## src/rtl/lpc_decoder.sv

```systemverilog
// Purpose: 2-D parity decoder that corrects single-bit errors and re-serialises 8 data bytes as 4 x 16-bit stream beats.
// Latency: a codeword accepted in cycle t has beat 0 valid in cycle t+2; a back-to-back codeword period is at least 6 cycles.
// Backpressure: IN_READY is high only in IDLE; beats hold stable while TREADY is low, and no new codeword is taken until beat 3 handshakes.
module lpc_decoder #(
    parameter int          CNT_W       = 16,
    parameter int unsigned DROP_UNCORR = 0
) (
    input  logic             ACLK,
    input  logic             ARESET_N,
    input  logic [79:0]      IN_DATA,
    input  logic             IN_VALID,
    input  logic             IN_LAST,
    input  logic             IN_USER,
    output logic             IN_READY,
    output logic [15:0]      TDATA,
    output logic             TVALID,
    output logic             TLAST,
    output logic             TUSER,
    input  logic             TREADY,
    output logic             ERR_CORR,
    output logic             ERR_UNCORR,
    output logic [CNT_W-1:0] CORR_CNT,
    output logic [CNT_W-1:0] UNCORR_CNT,
    input  logic             CNT_CLR
);

    typedef enum logic [1:0] {
        S_IDLE   = 2'd0,
        S_DECODE = 2'd1,
        S_SEND   = 2'd2
    } state_t;

    state_t state, state_nxt;

    // Captured codeword fields; src_q is corrected in place during DECODE.
    logic [63:0] src_q;
    logic [7:0]  pv_q;
    logic [7:0]  ph_q;
    logic        last_q;
    logic        user_q;
    logic [1:0]  beat;

    logic        err_corr_q;
    logic        err_uncorr_q;
    logic [CNT_W-1:0] corr_cnt_q;
    logic [CNT_W-1:0] uncorr_cnt_q;

    // Syndrome and correction terms, only meaningful while in DECODE.
    logic [7:0]  row_syn;
    logic [7:0]  col_syn;
    logic        data_err;
    logic        par_err;
    logic        syn_clean;
    logic        uncorr;
    logic [63:0] flip_mask;
    logic        dec_corr;
    logic        dec_uncorr;

    logic        accept;
    logic        beat_hs;
    logic [5:0]  lo_idx;

    function automatic logic onehot8(input logic [7:0] v);
        return (v != 8'h00) && ((v & (v - 8'd1)) == 8'h00);
    endfunction

    // Row/column syndromes and the single data-bit flip mask they imply.
    always_comb begin
        row_syn   = 8'h00;
        col_syn   = ph_q;
        flip_mask = 64'h0;
        for (int i = 0; i < 8; i++) begin
            row_syn[i] = pv_q[i] ^ (^src_q[8*i +: 8]);
            col_syn    = col_syn ^ src_q[8*i +: 8];
        end
        syn_clean = (row_syn == 8'h00) && (col_syn == 8'h00);
        data_err  = onehot8(row_syn) && onehot8(col_syn);
        // A lone row or lone column hit means the parity bit itself flipped.
        par_err   = (onehot8(row_syn) && (col_syn == 8'h00)) ||
                    ((row_syn == 8'h00) && onehot8(col_syn));
        uncorr    = !syn_clean && !data_err && !par_err;
        for (int i = 0; i < 8; i++) begin
            if (data_err && row_syn[i]) begin
                flip_mask[8*i +: 8] = col_syn;
            end
        end
        dec_corr   = (state == S_DECODE) && (data_err || par_err);
        dec_uncorr = (state == S_DECODE) && uncorr;
    end

    // State register.
    always_ff @(posedge ACLK or negedge ARESET_N) begin
        if (!ARESET_N) begin
            state <= S_IDLE;
        end else begin
            state <= state_nxt;
        end
    end

    // Next-state logic and stream-side outputs.
    always_comb begin
        state_nxt = state;
        IN_READY  = 1'b0;
        TVALID    = 1'b0;
        TDATA     = 16'h0000;
        TUSER     = 1'b0;
        TLAST     = 1'b0;
        lo_idx    = {beat, 4'b0000};
        case (state)
            S_IDLE: begin
                IN_READY = 1'b1;
                if (IN_VALID) begin
                    state_nxt = S_DECODE;
                end
            end
            S_DECODE: begin
                if (uncorr && (DROP_UNCORR != 0)) begin
                    state_nxt = S_IDLE;
                end else begin
                    state_nxt = S_SEND;
                end
            end
            S_SEND: begin
                TVALID = 1'b1;
                TDATA  = {src_q[lo_idx +: 8], src_q[(lo_idx + 6'd8) +: 8]};
                TUSER  = user_q && (beat == 2'd0);
                TLAST  = last_q && (beat == 2'd3);
                if (TREADY && (beat == 2'd3)) begin
                    state_nxt = S_IDLE;
                end
            end
            default: begin
                state_nxt = S_IDLE;
            end
        endcase
    end

    assign accept  = (state == S_IDLE) && IN_VALID;
    assign beat_hs = (state == S_SEND) && TREADY;

    // Codeword capture, in-place correction and beat counter.
    always_ff @(posedge ACLK or negedge ARESET_N) begin
        if (!ARESET_N) begin
            src_q  <= 64'h0;
            pv_q   <= 8'h00;
            ph_q   <= 8'h00;
            last_q <= 1'b0;
            user_q <= 1'b0;
            beat   <= 2'd0;
        end else if (accept) begin
            src_q  <= IN_DATA[63:0];
            pv_q   <= IN_DATA[71:64];
            ph_q   <= IN_DATA[79:72];
            last_q <= IN_LAST;
            user_q <= IN_USER;
            beat   <= 2'd0;
        end else if (state == S_DECODE) begin
            src_q <= src_q ^ flip_mask;
        end else if (beat_hs) begin
            beat <= beat + 2'd1;
        end
    end

    // One-cycle error pulses, landing in the cycle after DECODE.
    always_ff @(posedge ACLK or negedge ARESET_N) begin
        if (!ARESET_N) begin
            err_corr_q   <= 1'b0;
            err_uncorr_q <= 1'b0;
        end else begin
            err_corr_q   <= dec_corr;
            err_uncorr_q <= dec_uncorr;
        end
    end

    // Saturating event counters; a clear wins over a same-cycle event.
    always_ff @(posedge ACLK or negedge ARESET_N) begin
        if (!ARESET_N) begin
            corr_cnt_q   <= '0;
            uncorr_cnt_q <= '0;
        end else if (CNT_CLR) begin
            corr_cnt_q   <= '0;
            uncorr_cnt_q <= '0;
        end else begin
            if (dec_corr && (corr_cnt_q != '1)) begin
                corr_cnt_q <= corr_cnt_q + CNT_W'(1);
            end
            if (dec_uncorr && (uncorr_cnt_q != '1)) begin
                uncorr_cnt_q <= uncorr_cnt_q + CNT_W'(1);
            end
        end
    end

    assign ERR_CORR   = err_corr_q;
    assign ERR_UNCORR = err_uncorr_q;
    assign CORR_CNT   = corr_cnt_q;
    assign UNCORR_CNT = uncorr_cnt_q;

endmodule

```

## config.mk

```make
export PLATFORM = sky130hd
export DESIGN_NAME = lpc_decoder
export DESIGN_NICKNAME = d
export VERILOG_FILES = /design/src/rtl/lpc_decoder.sv
export SDC_FILE = /design/constraint.sdc
export NUM_CORES = 1
export LEC_CHECK = 0
export BUFFER_PORTS_ARGS = -buffer_cell sky130_fd_sc_hd__buf_4
export CAP_MARGIN = 20
export CORE_MARGIN = 2
export CORE_UTILIZATION = 41
export DETAILED_ROUTE_END_ITERATION = 8
export RECOVER_POWER = 25
export SLEW_MARGIN = 40
export SYNTH_ARGS = -nofsm -noshare
export SYNTH_HDL_FRONTEND = slang
export SYNTH_SLANG_ARGS = --single-unit
```

## constraint.sdc

```tcl
create_clock -name ACLK -period 4.3 [get_ports ACLK]
set_clock_uncertainty 0.15 [all_clocks]
set_input_delay 0.86 -clock ACLK [delete_from_list [all_inputs] [get_ports ACLK]]
set_output_delay 0.86 -clock ACLK [all_outputs]
set_load 0.005 [all_outputs]
```

==> metrics.md, run 1 <==
| Metric | Value |
|---|---|
| Status | `finished with violations` |
| Failing checks | `capacitance limit, slew limit` |
| Clk sinks | `120` |
| GRT Total Usage | `0.2265` |
| Layout cells sized above 1 | `0.2186` |
| Yosys cell types | `51` |
| Synth warnings | `0` |
| Via Count | `6492` |
| RePlAce Congestion | `0.9073` |
| Setup Fix Bufs, Post-CTS | `0` |
| First-pass GRT wire length | `35330 um` |
| Post-DP HPWL | `15600 um` |
| Min Clock Period, post-route | `3972 ps` |
| CP Class | `reg -> reg` |
| CORE AREA | `0.01871 mm^2` |
| P&R area growth vs syn | `23.03%` |
| Final #Nets | `1027` |
| Vias/cell | `5.497` |
| CTS Buf Count | `17` |
| Final Max Slew Viols | `56` |
| Initial antenna violation count | `0` |
| Wire length per cell | `18.55 um` |
| Root Driver | `clkbuf_16` |
| Max_slew headroom | `-1.159` |
| Worst-Margin Slew | `3239 ps` |
| IO Pins | `141` |
| Clock Path Buffers | `2` |
| Post-synth top flop | `dfrtp_1` |
| Drt drc | `0` |
| Hold Buf Count CTS | `0` |
| Area contributors post-synth | `dfrtp_1 (38%), xnor2_1 (12%), nand2_1 (6.8%)` |
| Vias in the first global route | `6336` |
| Die Ht | `142.2 um` |
| Port Buf Inserts | `140` |
| Critical path launch point type | `flop` |
| Worst-path cell with the longest stage delay | `or4_1` |
| Max-cap violations | `1` |
| Grt total ovfl | `0` |
| Yosys top cell by area | `dfrtp_1` |
| Final non-filler cell total | `1181` |
| Final Hold Viols | `0` |
| Post-synth EDFFs | `0` |
| Max Freq | `251.7 MHz` |
| Antenna Cells | `0` |
| Final Cycle Share | `0.9238` |
| Reg clk slew, reported paths | `60 ps` |
| Arrival @ worst endpoint | `4090 ps` |
| Initial Util | `0.4185` |
| DR pass1 iterations | `6` |
| Async SR Flop Fraction | `1.000` |
| CTS tree | `done` |
| RSZ-0062 raised after global routing | `no` |
| Seq/Total Area, Yosys | `0.3836` |
| Antenna-violating nets left | `0` |
| 1st-iter DRT viols | `530` |
| H-Tree Level Count | `4` |
| Placed insts | `1151` |
| Mapped cell area | `0.007829 mm^2` |
| Critical path's largest stage delay | `600 ps` |
| Synth Register Bits | `120` |
| Critical Path Most Common Cell | `a31oi_1` |
| Hold Crit Class | `reg -> reg` |
| Crit Path Max Fanout | `21` |
| Cell Rows | `50` |
| # setup viols final | `0` |
| Die footprint | `0.02022 mm^2` |
| Die width | `142.2 um` |
| Syn_nets | `911` |
| Gate Count Post-Synth | `820` |
| CP endpoint kind | `flop` |
| Post-synth top area share | `0.3836` |
| Largest net degree at the start of global routing | `89` |
| Critical-path cell list | `xor2_1 > xnor3_1 > xnor2_1 > or4_1 > a31oi_1 > a31oi_1 > a2111oi_4 > buf_4 > nand2_1 > o211ai_1 > o311ai_0` |
| Post-Route Setup TNS | `0 ps` |
| Required @ worst endpoint | `4420 ps` |
| Clk Latency, worst-skew pair | `420 ps` |
| Average cell area after synthesis | `9.547 um^2` |
| Routed wire length | `21910 um` |
kinds of logic after synthesis:
| logic type | after synthesis | share of synthesized area |
|---|---|---|
| simple gates | 295 | 0.1763 |
| xor+xnor | 152 | 0.1964 |
| fa+ha+maj | 6 | 0.008950 |
| buf+inv | 59 | 0.03116 |
| mux | 27 | 0.06025 |
| flops | 120 | 0.3836 |
| compound gates | 161 | 0.1434 |
timing repair:
item | in CTS | in global routing
gates resized for setup | 0 | 1
endpoints found under the setup margin | 0 | 1
endpoints found under the hold margin | 0 | 0
critical path: cells and delay by family (launching register included):
| family | cells | cell delay (ps) |
|---|---|---|
| xor+xnor | 3 | 910 |
| buf+inv | 1 | 290 |
| flops | 1 | 470 |
| compound gates | 5 | 1070 |
| simple gates | 2 | 920 |
layer usage:
layer | global-route usage | part of all wire | vias up
li1 | - | - | 3141
met1 | 0.3346 | 0.48 | 3156
met2 | 0.3410 | 0.46 | 175
met3 | 0.04576 | 0.050 | 20
met4 | 0.05737 | 0.011 | 0
met5 | 0 | 0 | -
sequential cells by signal, indices dropped and copies added, names as in the netlist, named ones only:
signal,cells
src_q,56
CORR_CNT,16
UNCORR_CNT,16
ph_q,8
pv_q,8
beat,2
state,2
ERR_CORR,1
ERR_UNCORR,1
last_q,1
user_q,1
layout by cell type (no fill, tap or decap), types with 7 or more instances in the layout:
cell type	instances
buf_4	145
nand2_1	140
dfrtp_1	118
xnor2_1	103
o211ai_1	43
o311ai_1	40
a21oi_1	38
nor2_1	37
xor2_1	34
nand3_1	31
and2_1	18
or3_1	18
o21ai_0	18
clkbuf_16	17
mux4_2	16
xnor3_1	15
and3_1	13
nor3_1	11
mux2i_1	10
o21ai_1	8
inv_1	7
cell type report:
class                           count  area (um^2)
Sequential cell                   120         3005
Inverter                            8        31.28
Multi-Input combinational cell    641         4592
Fill cell                        1746         9074
Tap cell                          234        292.8
Clock buffer                       21        460.4
Clock inverter                      9        126.4
Timing Repair Buffer              148         1124
final timing paths:
kind                       startpoint                          to  slack [ps]  cells after the start
max                         src_q[34]                   src_q[32]         330                     11
min                            last_q                      last_q         320                      2
max reg2reg                 src_q[34]                   src_q[32]         330                     11
min reg2reg                    last_q                      last_q         320                      2
max in group asynchronous    ARESET_N  asynchronous set/reset pin         800                      1
min in group asynchronous    ARESET_N                   src_q[54]        1360                      1
through the flow:
step | util | hold WS (ps) | setup WS [ps] | cell area (um^2)
2_1_floorplan | - | 287.9 | 943.5 | 7829
3_3_place_gp | 0.4831 | 300.9 | 375.2 | 9036
3_5_place_dp | 0.4836 | 306.2 | 386.4 | 9046
4_1_cts | 0.5150 | 320.3 | 350.1 | 9633
5_1_grt | 0.5149 | 347.9 | 1.480 | 9632
6_report | 0.5149 | 317.4 | 327.5 | 9632
Yosys cell counts (16+ instances only):
| cell type | n |
|---|---|
| nand2_1 | 141 |
| or3_1 | 18 |
| o211ai_1 | 43 |
| nand3_1 | 31 |
| o21ai_0 | 18 |
| and2_1 | 18 |
| clkbuf_1 | 29 |
| xnor2_1 | 103 |
| nor2_1 | 37 |
| dfrtp_1 | 120 |
| a21oi_1 | 38 |
| xor2_1 | 34 |
| mux4_2 | 16 |
| o311ai_1 | 39 |
Power of run 1 is left out: the tool's default activity adds up to more than one toggle a clock period on the data nets, which glitch-free logic cannot reach.
==> inputs of run 2 (changes only) <==
CORE_UTILIZATION = 55   (was 41)
PLACE_DENSITY = 0.79   (was default)
==> run 2 against run 1 <==
Effect of this change: the flow still finishes with violations (capacitance limit, slew limit); clock-buffer cell count up 1; flip-flop and latch count unchanged; hold slack worse by 67 ps; maximum frequency down 1.9%; critical path depth unchanged; largest cell class unchanged.
==> metrics.md, run 2 (synthesized netlist as in run 1, its figures left out) <==
| Metric | Value |
|---|---|
| Final Max Slew Viols | `64 (was 56)` |
| Hold Crit Class | `in -> async (was reg -> reg)` |
| Worst-Margin Slew | `1646 ps (was 3239 ps)` |
| Critical path launch point type | `flop (unchanged)` |
| Via Count | `6738 (was 6492)` |
| Initial antenna violation count | `0 (unchanged)` |
| Antenna-violating nets left | `0 (unchanged)` |
| Vias in the first global route | `6370 (was 6336)` |
| Max-cap violations | `1 (unchanged)` |
| Placed insts | `1100 (was 1151)` |
| Clock Path Buffers | `2 (unchanged)` |
| P&R area growth vs syn | `21.19% (was 23.03%)` |
| Status | `finished with violations (unchanged)` |
| Hold Buf Count CTS | `0 (unchanged)` |
| Fillers | `1121 (was 1746)` |
| CP delay by family, top | `compound AO/OA/AOI/OAI gates (unchanged)` |
| Cell Rows | `43 (was 50)` |
| Required @ worst endpoint | `4430 ps (was 4420 ps)` |
| Final #Nets | `1030 (was 1027)` |
| Setup Fix Bufs, Post-CTS | `0 (unchanged)` |
| Vias/cell | `5.979 (was 5.497)` |
| Max_slew headroom | `-0.09704 (was -1.159)` |
| GRT Total Usage | `0.2881 (was 0.2265)` |
| Commonest non-fill, non-tap cells in the layout | `buf_4 (149), nand2_1 (140), dfrtp_1 (119) (was buf_4 (145), nand2_1 (140), dfrtp_1 (118))` |
| Post-Route Setup TNS | `0 ps (unchanged)` |
| Clk sinks | `120 (unchanged)` |
| Die width | `123.3 um (was 142.2 um)` |
| Drt drc | `0 (unchanged)` |
| Critical-path cell list | `xnor2_1 > xnor3_1 > xnor2_1 > or4_1 > a31oi_1 > a31oi_1 > a2111oi_4 > buf_4 > nand2_1 > o211ai_1 > o311ai_1 (was xor2_1 > xnor3_1 > xnor2_1 > or4_1 > a31oi_1 > a31oi_1 > a2111oi_4 > buf_4 > nand2_1 > o211ai_1 > o311ai_0)` |
| CTS tree | `done (unchanged)` |
| Die Ht | `123.3 um (was 142.2 um)` |
| Port Buf Inserts | `140 (unchanged)` |
| Final Hold Viols | `0 (unchanged)` |
| Final Cycle Share | `0.9417 (was 0.9238)` |
| Met2 WL | `9863 um (was 10040 um)` |
| Critical path's largest stage delay | `580 ps (was 600 ps)` |
| Grt total ovfl | `0 (unchanged)` |
| Die footprint | `0.01520 mm^2 (was 0.02022 mm^2)` |
| Initial Util | `0.5640 (was 0.4185)` |
| First-pass GRT wire length | `33080 um (was 35330 um)` |
| CORE AREA | `0.01388 mm^2 (was 0.01871 mm^2)` |
| Largest net degree at the start of global routing | `64 (was 89)` |
| Resized Gates After CTS | `0 (unchanged)` |
| Setup crit start | `src_q[23] (was src_q[34])` |
| Wire length per cell | `18.76 um (was 18.55 um)` |
| H-Tree Level Count | `4 (unchanged)` |
| Reg clk slew, reported paths | `50 ps (was 60 ps)` |
| Most common cell after layout, fill and taps aside | `buf_4 (unchanged)` |
| Max Freq | `247.0 MHz (was 251.7 MHz)` |
| Worst-path cell with the longest stage delay | `or4_1 (unchanged)` |
| Failing checks | `capacitance limit, slew limit (unchanged)` |
| Crit Path Max Fanout | `12 (was 21)` |
| CP endpoint kind | `flop (unchanged)` |
| Layout cells sized above 1 | `0.2186 (unchanged)` |
| Reg with most FFs | `src_q (unchanged)` |
| Min Clock Period, post-route | `4049 ps (was 3972 ps)` |
| Post-DP HPWL | `14950 um (was 15600 um)` |
| Top routing layer in use | `met4 (unchanged)` |
| Fin area | `0.009488 mm^2 (was 0.009632 mm^2)` |
| # setup viols final | `0 (unchanged)` |
| RePlAce Congestion | `0.9432 (was 0.9073)` |
| Met3 routed WL | `1315 um (was 1099 um)` |
| RSZ-0062 raised after global routing | `no (unchanged)` |
| 1st-iter DRT viols | `681 (was 530)` |
| Routed wire length | `21150 um (was 21910 um)` |
| Root Driver | `clkbuf_16 (unchanged)` |
| Arrival @ worst endpoint | `4180 ps (was 4090 ps)` |
| DR pass1 iterations | `5 (was 6)` |
| CP Class | `reg -> reg (unchanged)` |
| Dpl cell area | `0.008990 mm^2 (was 0.009046 mm^2)` |
| Max reg flops | `56 (unchanged)` |
| IO Pins | `141 (unchanged)` |
| RR Startpoint | `src_q[23] (was src_q[34])` |
| Final non-filler cell total | `1127 (was 1181)` |
| Clk Latency, worst-skew pair | `420 ps (about the same)` |
| CTS Buf Count | `17 (unchanged)` |
| CP bufs+invs | `1 (unchanged)` |
| Antenna Cells | `0 (unchanged)` |
| M1 WL | `9329 um (was 10520 um)` |
| Fin util | `0.6835 (was 0.5149)` |
-- run 2: worst paths after layout --
kind / to / slack (ps) / cells past startpoint
worst max register to register: src_q[15] / 250 / 11
worst min register to register: last_q / 320 / 2
max in group asynchronous: src_q[34] / 1770 / 2
worst min-delay path: src_q[53] / 250 / 1
worst max-delay path: src_q[15] / 250 / 11
min in group ACLK: last_q / 320 / 2
-- run 2: final cells by class --
class | count | area [um^2] | area share
well taps | 180 | 225.2 | 0.02374
repair buffers | 151 | 1135 | 0.1196
clock inverters | 5 | 25.02 | 0.002637
flip-flops and latches | 120 | 3004 | 0.3166
inverters | 8 | 30.03 | 0.003165
clock buffers | 22 | 484.2 | 0.05104
multi-input cells | 641 | 4584 | 0.4832
-- run 2: through the flow --
stage                     hold slack [ps]  worst slack [ps]
after detailed placement            306.2             388.4
after global routing                281.8             62.97
final                               250.4             250.9
after CTS                           318.5             324.7
after global placement              302.3             511.4
after floorplan                     287.9             943.5
-- run 2: per-layer routing --
layer	GRT usage	up-vias
met4	0.1129	0
met2	0.4375	268
met3	0.06319	45
met5	0	-
li1	-	3168
met1	0.4036	3257
-- run 2: worst register-to-register path, cell delays in order (launching register included) --
cell and delay, ps:
dfrtp_1 450, xnor2_1 310, xnor3_1 410, xnor2_1 270
or4_1 580, a31oi_1 180, a31oi_1 100, a2111oi_4 420
buf_4 240, nand2_1 320, o211ai_1 340, o311ai_1 140
Power of run 2 is left out for the same reason.
